--- config.mk ---
export PLATFORM = sky130hd
export DESIGN_NAME = pipeline_hazard_ctrl
export DESIGN_NICKNAME = d
export VERILOG_FILES = /design/src/rtl/pipeline_hazard_ctrl.sv
export SDC_FILE = /design/constraint.sdc
export NUM_CORES = 1
export LEC_CHECK = 0
export ABC_AREA = 0
export BUFFER_PORTS_ARGS = -buffer_cell sky130_fd_sc_hd__buf_4
export CAP_MARGIN = 20
export CORE_MARGIN = 3
export CORE_UTILIZATION = 51
export DETAILED_ROUTE_END_ITERATION = 7
export GPL_TIMING_DRIVEN = 0
export PLACE_DENSITY = 0.77
export SYNTH_ARGS = -nofsm -noshare
export SYNTH_HDL_FRONTEND = slang
export SYNTH_SLANG_ARGS = --single-unit
--- constraint.sdc ---
create_clock -name clk -period 4.4 [get_ports clk]
set_clock_uncertainty 0.1 [all_clocks]
set_input_delay 0.88 -clock clk [delete_from_list [all_inputs] [get_ports clk]]
set_output_delay 0.88 -clock clk [all_outputs]
set_load 0.05 [all_outputs]
--- src/rtl/pipeline_hazard_ctrl.sv ---
`default_nettype none
// ============================================================================
//  Module   : pipeline_hazard_ctrl
//  Brief    : Run-control, RAW-hazard stall, branch flush and drain/halt
//             sequencer for a 5-stage in-order pipeline without forwarding.
//             Clears the register bank after reset, then tracks pending
//             register writes with per-register saturating counters.
//  Revision : 1.0 - initial release
// ============================================================================
module pipeline_hazard_ctrl #(
   parameter int NREG   = 32,
   parameter int REG_W  = 5,
   parameter int DATA_W = 32,
   parameter int SB_MAX = 3
) (
   input  logic              clk,
   input  logic              rst,
   input  logic              id_valid,
   input  logic [REG_W-1:0]  id_rn,
   input  logic [REG_W-1:0]  id_rm,
   input  logic [REG_W-1:0]  id_rd,
   input  logic              id_use_rn,
   input  logic              id_use_rm,
   input  logic              id_reg_write,
   input  logic              ex_branch_taken,
   input  logic              wb_reg_write,
   input  logic [REG_W-1:0]  wb_rd,
   input  logic              halt_req,
   output logic              pc_en,
   output logic              if_id_en,
   output logic              if_id_flush,
   output logic              id_ex_bubble,
   output logic              init_we,
   output logic [REG_W-1:0]  init_addr,
   output logic [DATA_W-1:0] init_data,
   output logic              ready,
   output logic              halted,
   output logic              sb_err
);

   localparam int              SB_W     = $clog2(SB_MAX + 1);
   localparam logic [SB_W-1:0] C_SB_MAX = SB_W'(SB_MAX);
   localparam logic [REG_W-1:0] C_LAST  = REG_W'(NREG - 1);

   typedef enum logic [1:0] {
      S_INIT   = 2'd0,
      S_RUN    = 2'd1,
      S_DRAIN  = 2'd2,
      S_HALTED = 2'd3
   } state_t;

   state_t              r_state;
   logic                r_init_we;
   logic [REG_W-1:0]    r_cnt;
   logic [SB_W-1:0]     r_sb [NREG];
   logic [2:0]          r_iss;
   logic                r_sb_err;

   logic [SB_W-1:0]     w_sb_next [NREG];
   logic [NREG-1:0]     w_sb_busy;
   logic [NREG-1:0]     w_inc;
   logic [NREG-1:0]     w_dec;
   logic                w_sb_err;
   logic                w_hazard;
   logic                w_issue;
   logic                w_drained;

   // RAW hazard on registered counters only: a WB in this cycle does not
   // release the stall until the following cycle.
   assign w_hazard = id_valid & ((id_use_rn & (r_sb[id_rn] != '0)) |
                                 (id_use_rm & (r_sb[id_rm] != '0)) |
                                 (id_reg_write & (r_sb[id_rd] == C_SB_MAX)));

   assign w_issue   = id_valid & ~id_ex_bubble;
   assign w_drained = (r_iss == 3'b000) & ~|w_sb_busy;

   assign init_we   = r_init_we;
   assign init_addr = r_cnt;
   assign init_data = '0;
   assign ready     = (r_state == S_RUN);
   assign halted    = (r_state == S_HALTED);
   assign sb_err    = r_sb_err;

   // Pipeline control: branch flush beats hazard stall; everything outside
   // RUN holds the front end unless a taken branch must still be redirected.
   always_comb begin
      pc_en        = 1'b0;
      if_id_en     = 1'b0;
      if_id_flush  = 1'b0;
      id_ex_bubble = 1'b1;
      case (r_state)
         S_RUN: begin
            if (ex_branch_taken) begin
               pc_en       = 1'b1;
               if_id_en    = 1'b1;
               if_id_flush = 1'b1;
            end else if (!w_hazard) begin
               pc_en        = 1'b1;
               if_id_en     = 1'b1;
               id_ex_bubble = 1'b0;
            end
         end
         S_DRAIN: begin
            if (ex_branch_taken) begin
               pc_en       = 1'b1;
               if_id_en    = 1'b1;
               if_id_flush = 1'b1;
            end
         end
         default: ;
      endcase
   end

   // Scoreboard next values: saturate at both ends and flag the misuse;
   // an increment and decrement of the same register cancel out.
   always_comb begin
      w_sb_next = r_sb;
      w_sb_busy = '0;
      w_inc     = '0;
      w_dec     = '0;
      w_sb_err  = 1'b0;
      for (int i = 0; i < NREG; i++) begin
         w_inc[i]     = w_issue & id_reg_write & (id_rd == REG_W'(i));
         w_dec[i]     = wb_reg_write & (wb_rd == REG_W'(i));
         w_sb_busy[i] = (r_sb[i] != '0);
         if (w_inc[i] && !w_dec[i]) begin
            if (r_sb[i] == C_SB_MAX) w_sb_err = 1'b1;
            else                     w_sb_next[i] = r_sb[i] + SB_W'(1);
         end else if (w_dec[i] && !w_inc[i]) begin
            if (r_sb[i] == '0) w_sb_err = 1'b1;
            else               w_sb_next[i] = r_sb[i] - SB_W'(1);
         end
      end
   end

   // Sequencer state, init counter, scoreboard and EX/MEM/WB occupancy.
   always_ff @(posedge clk or negedge rst) begin
      if (!rst) begin
         r_state   <= S_INIT;
         r_init_we <= 1'b0;
         r_cnt     <= '0;
         r_iss     <= 3'b000;
         r_sb_err  <= 1'b0;
         for (int i = 0; i < NREG; i++) r_sb[i] <= '0;
      end else begin
         r_iss <= {r_iss[1:0], w_issue};
         r_sb  <= w_sb_next;
         if (w_sb_err) r_sb_err <= 1'b1;
         case (r_state)
            S_INIT: begin
               if (!r_init_we) begin
                  r_init_we <= 1'b1;
               end else if (r_cnt == C_LAST) begin
                  r_init_we <= 1'b0;
                  r_cnt     <= '0;
                  r_state   <= S_RUN;
               end else begin
                  r_cnt <= r_cnt + REG_W'(1);
               end
            end
            S_RUN: begin
               if (halt_req) r_state <= S_DRAIN;
            end
            S_DRAIN: begin
               if (!halt_req)      r_state <= S_RUN;
               else if (w_drained) r_state <= S_HALTED;
            end
            S_HALTED: begin
               if (!halt_req) r_state <= S_RUN;
            end
            default: r_state <= S_INIT;
         endcase
      end
   end

endmodule
`default_nettype wire

==> results.cfg <==
[final_layout]
multi_input_area_sq_um = 5240
regArea_sq_um = 1900
final_cell_area_sq_um = 8670
nNetsFinal = 1115
fillers = 1294
layout-drive-gt1-share_pct = 16.9
n_antenna_cell = 0
area_growth_pct = 16.2
utilization_pct = 61.5

[synth]
synth_largest_area_cell = dfrtp_1
synth_edf_count = 0
ys.warnings.count = 0
synth_area_leaders = dfrtp_1 (25%), ha_1 (12%), nand2_1 (5.9%), o21ai_0 (5.7%), mux4_2 (4.8%)
synth.distinct_cells = 54
synth_area_sq_um = 7460
synth.most_common_cell = nand2_1
synthFlopType = dfrtp_1
synth_cells = 929
synth_top_area_share_pct = 25.5
async_reset_ff_share_pct = 100
synth.avg_cell_area_sq_um = 8.04
netlist_top_cells_count = nand2_1 (118), o21ai_0 (85), dfrtp_1 (76)
synth-seq-cells = 76
ys_seq_area_share_pct = 25.5

[grt]
grt_first_pass_wirelength_um = 38400
antenna_found_initial = 0
grt.total_usage_pct = 31.0
grt_max_degree = 77
gr-total-overflow = 0
grt_pass1_vias = 6807

[clock_network]
insertion_delay_ns = 0.36
cts-hold-fix-buffers = 0
htreeDepth = 3
clk_pin_slew_worst_paths_ns = 0.07
clock-root-buffer = clkbuf_16
cts_tree = done
numCtsBuffers = 9
cts.sinks = 76
cts_buffer_depth = 2

[sta]
relSlewSlack_pct = 31.1
period_needed_ns = 4.35
finalSetupViolCount = 0
worst_slew_pin_slew_ns = 1.03
fmax_ghz = 0.230
slew_violations = 0
fin_crit_sh_pct = 98.8
final-hold-violation-count = 0
postLayoutSetupSlackWorst_ns = 0.0516

[setup_path]
path_max_fanout = 10
start_kind = input port
worstSetupPathType = input port to flip-flop
critPathArrivalTime_ns = 4.48
worstPathRequired_ns = 4.53
end_kind = flip-flop

[floorplan]
die_w_um = 127
start_util_pct = 53.0
io_pins = 74
die_h_um = 127
coreArea_sq_um = 14100
die_area_sq_um = 16100
rows = 43

[power_and_ir_drop]
leakage_nw = 4.09
irDropWorstVdd_mv = 0.266
powerDensity_nw_per_um2 = 275

[routing]
finalWirelength_um = 25000
drtIter0Drc = 839
num_vias = 7557
post_drt_wl_per_cell_um = 20.8
via_per_inst = 6.30
first_pass_iters = 5
route.detailed.drc = 0
ant_nets = 0

[placement]
gp_congestion = 1.08
port_buffers = 37
dp_hpwl_um = 18900
pre_cts_ws_ns = -1.11
dpl_cell_area_sq_um = 8090

[run]
drv_cap = 0

[min_path]
hp-class = flip-flop to flip-flop

[status]
outcome = finished clean
==> cells in the final DEF (no fill, tap or decap), types with 10 or more instances in the layout <==
cell type and n:
a21oi_1 29, a31oi_1 12, and2_1 10, buf_4 77, clkbuf_1 23, conb_1 32
dfrtp_1 76, ha_1 62, inv_1 46, mux2i_1 30, mux4_2 16, nand2_1 118
nand3_1 34, nand3b_1 18, nand4_1 44, nor2_1 59, nor2b_1 35, nor3_1 18
nor3b_1 10, nor4_1 26, nor4b_1 10, o21ai_0 85, o21bai_1 20
==> flip-flops by register name, summed over array words and instances, names as in the netlist <==
register	count
r_state	2
r_iss	3
r_sb	64
init_addr	5
sb_err	1
init_we	1
==> power breakdown <==
group	internal, mW	switching, mW	total (mW)	leakage [nW]
clock network	0.439	0.317	0.756	0.142
registers	0.744	0.0452	0.789	1.04
logic	0.274	0.566	0.840	2.92
==> worst max-delay path, stage by stage <==
cell and delay, ns:
buf_4 0.16, inv_6 0.10, mux4_2 0.54, o21ai_2 0.20, a41oi_2 0.16, o41ai_4 0.21, buf_4 0.19, nand4_2 0.08
buf_4 0.17, buf_6 0.16, buf_6 0.16, nor4_4 0.22, ha_2 0.24, inv_1 0.06, a32oi_2 0.25, nand4_1 0.24
nor4_2 0.31, nand4_1 0.11
==> metrics by stage <==
stage | hold WS (ns) | total power, mW | instances | setup TNS [ns]
after floorplan | 0.254 | 1.37 | 960 | 0
after global placement | 0.266 | 1.59 | 1177 | -22.30
after detailed placement | 0.265 | 1.60 | 1177 | -20.60
after CTS | 0.278 | 2.36 | 1196 | 0
after global routing | 0.284 | 2.49 | 1200 | -0.0744
final | 0.280 | 2.38 | 1200 | 0
==> repair_timing <==
| action | CTS | global route |
|---|---|---|
| buffers inserted | 3 | 4 |
| pin swaps | 5 | 13 |
| gates resized for setup | 20 | 40 |
| endpoints found under the setup margin | 20 | 1 |
| endpoints found under the hold margin | 0 | 0 |
==> cell type report <==
cell class	instances	share of cell area (%)
Inverter	50	2.24
Tap cell	180	2.60
Multi-Input combinational cell	760	60.4
Buffer	74	5.65
Clock buffer	10	2.64
Sequential cell	76	21.9
Timing Repair Buffer	44	3.81
Clock inverter	6	0.750
==> metal layers <==
metal	routed length (um)	up-vias	global-route usage, %	share of wire (%)
li1	-	3504	-	-
met1	10100	3563	41.6	41
met2	11000	399	47.1	44
met3	2730	91	8.07	11
met4	1110	0	13.8	4.4
met5	0	-	0	0
==> worst paths after layout <==
| check | startpoint | to | slack [ns] | cells past startpoint |
|---|---|---|---|---|
| worst min-delay path | r_iss[0]$_DFF_PN0_ | r_iss[1]$_DFF_PN0_ | 0.28 | 0 |
| min in group asynchronous | rst | r_sb[14]$_DFFE_PN0P_ | 0.54 | 1 |
| max in group asynchronous | rst | r_sb[28]$_DFFE_PN0P_ | 2.95 | 1 |
| worst max register to register | r_sb[63]$_DFFE_PN0P_ | sb_err$_DFFE_PN0P_ | 0.18 | 17 |
| worst max-delay path | id_rd[3] | sb_err$_DFFE_PN0P_ | 0.05 | 18 |
| worst min register to register | r_iss[0]$_DFF_PN0_ | r_iss[1]$_DFF_PN0_ | 0.28 | 0 |
==> kinds of logic after synthesis <==
family | share of synthesized area (%)
AOI/OAI and AO/OA | 14.3
adders and majority gates | 11.9
buffers and inverters | 8.43
DFF | 25.5
muxes | 9.76
other | 0.0502
and+or+nand+nor | 30.1
No activity file was read; power rests on OpenSTA's default activity.
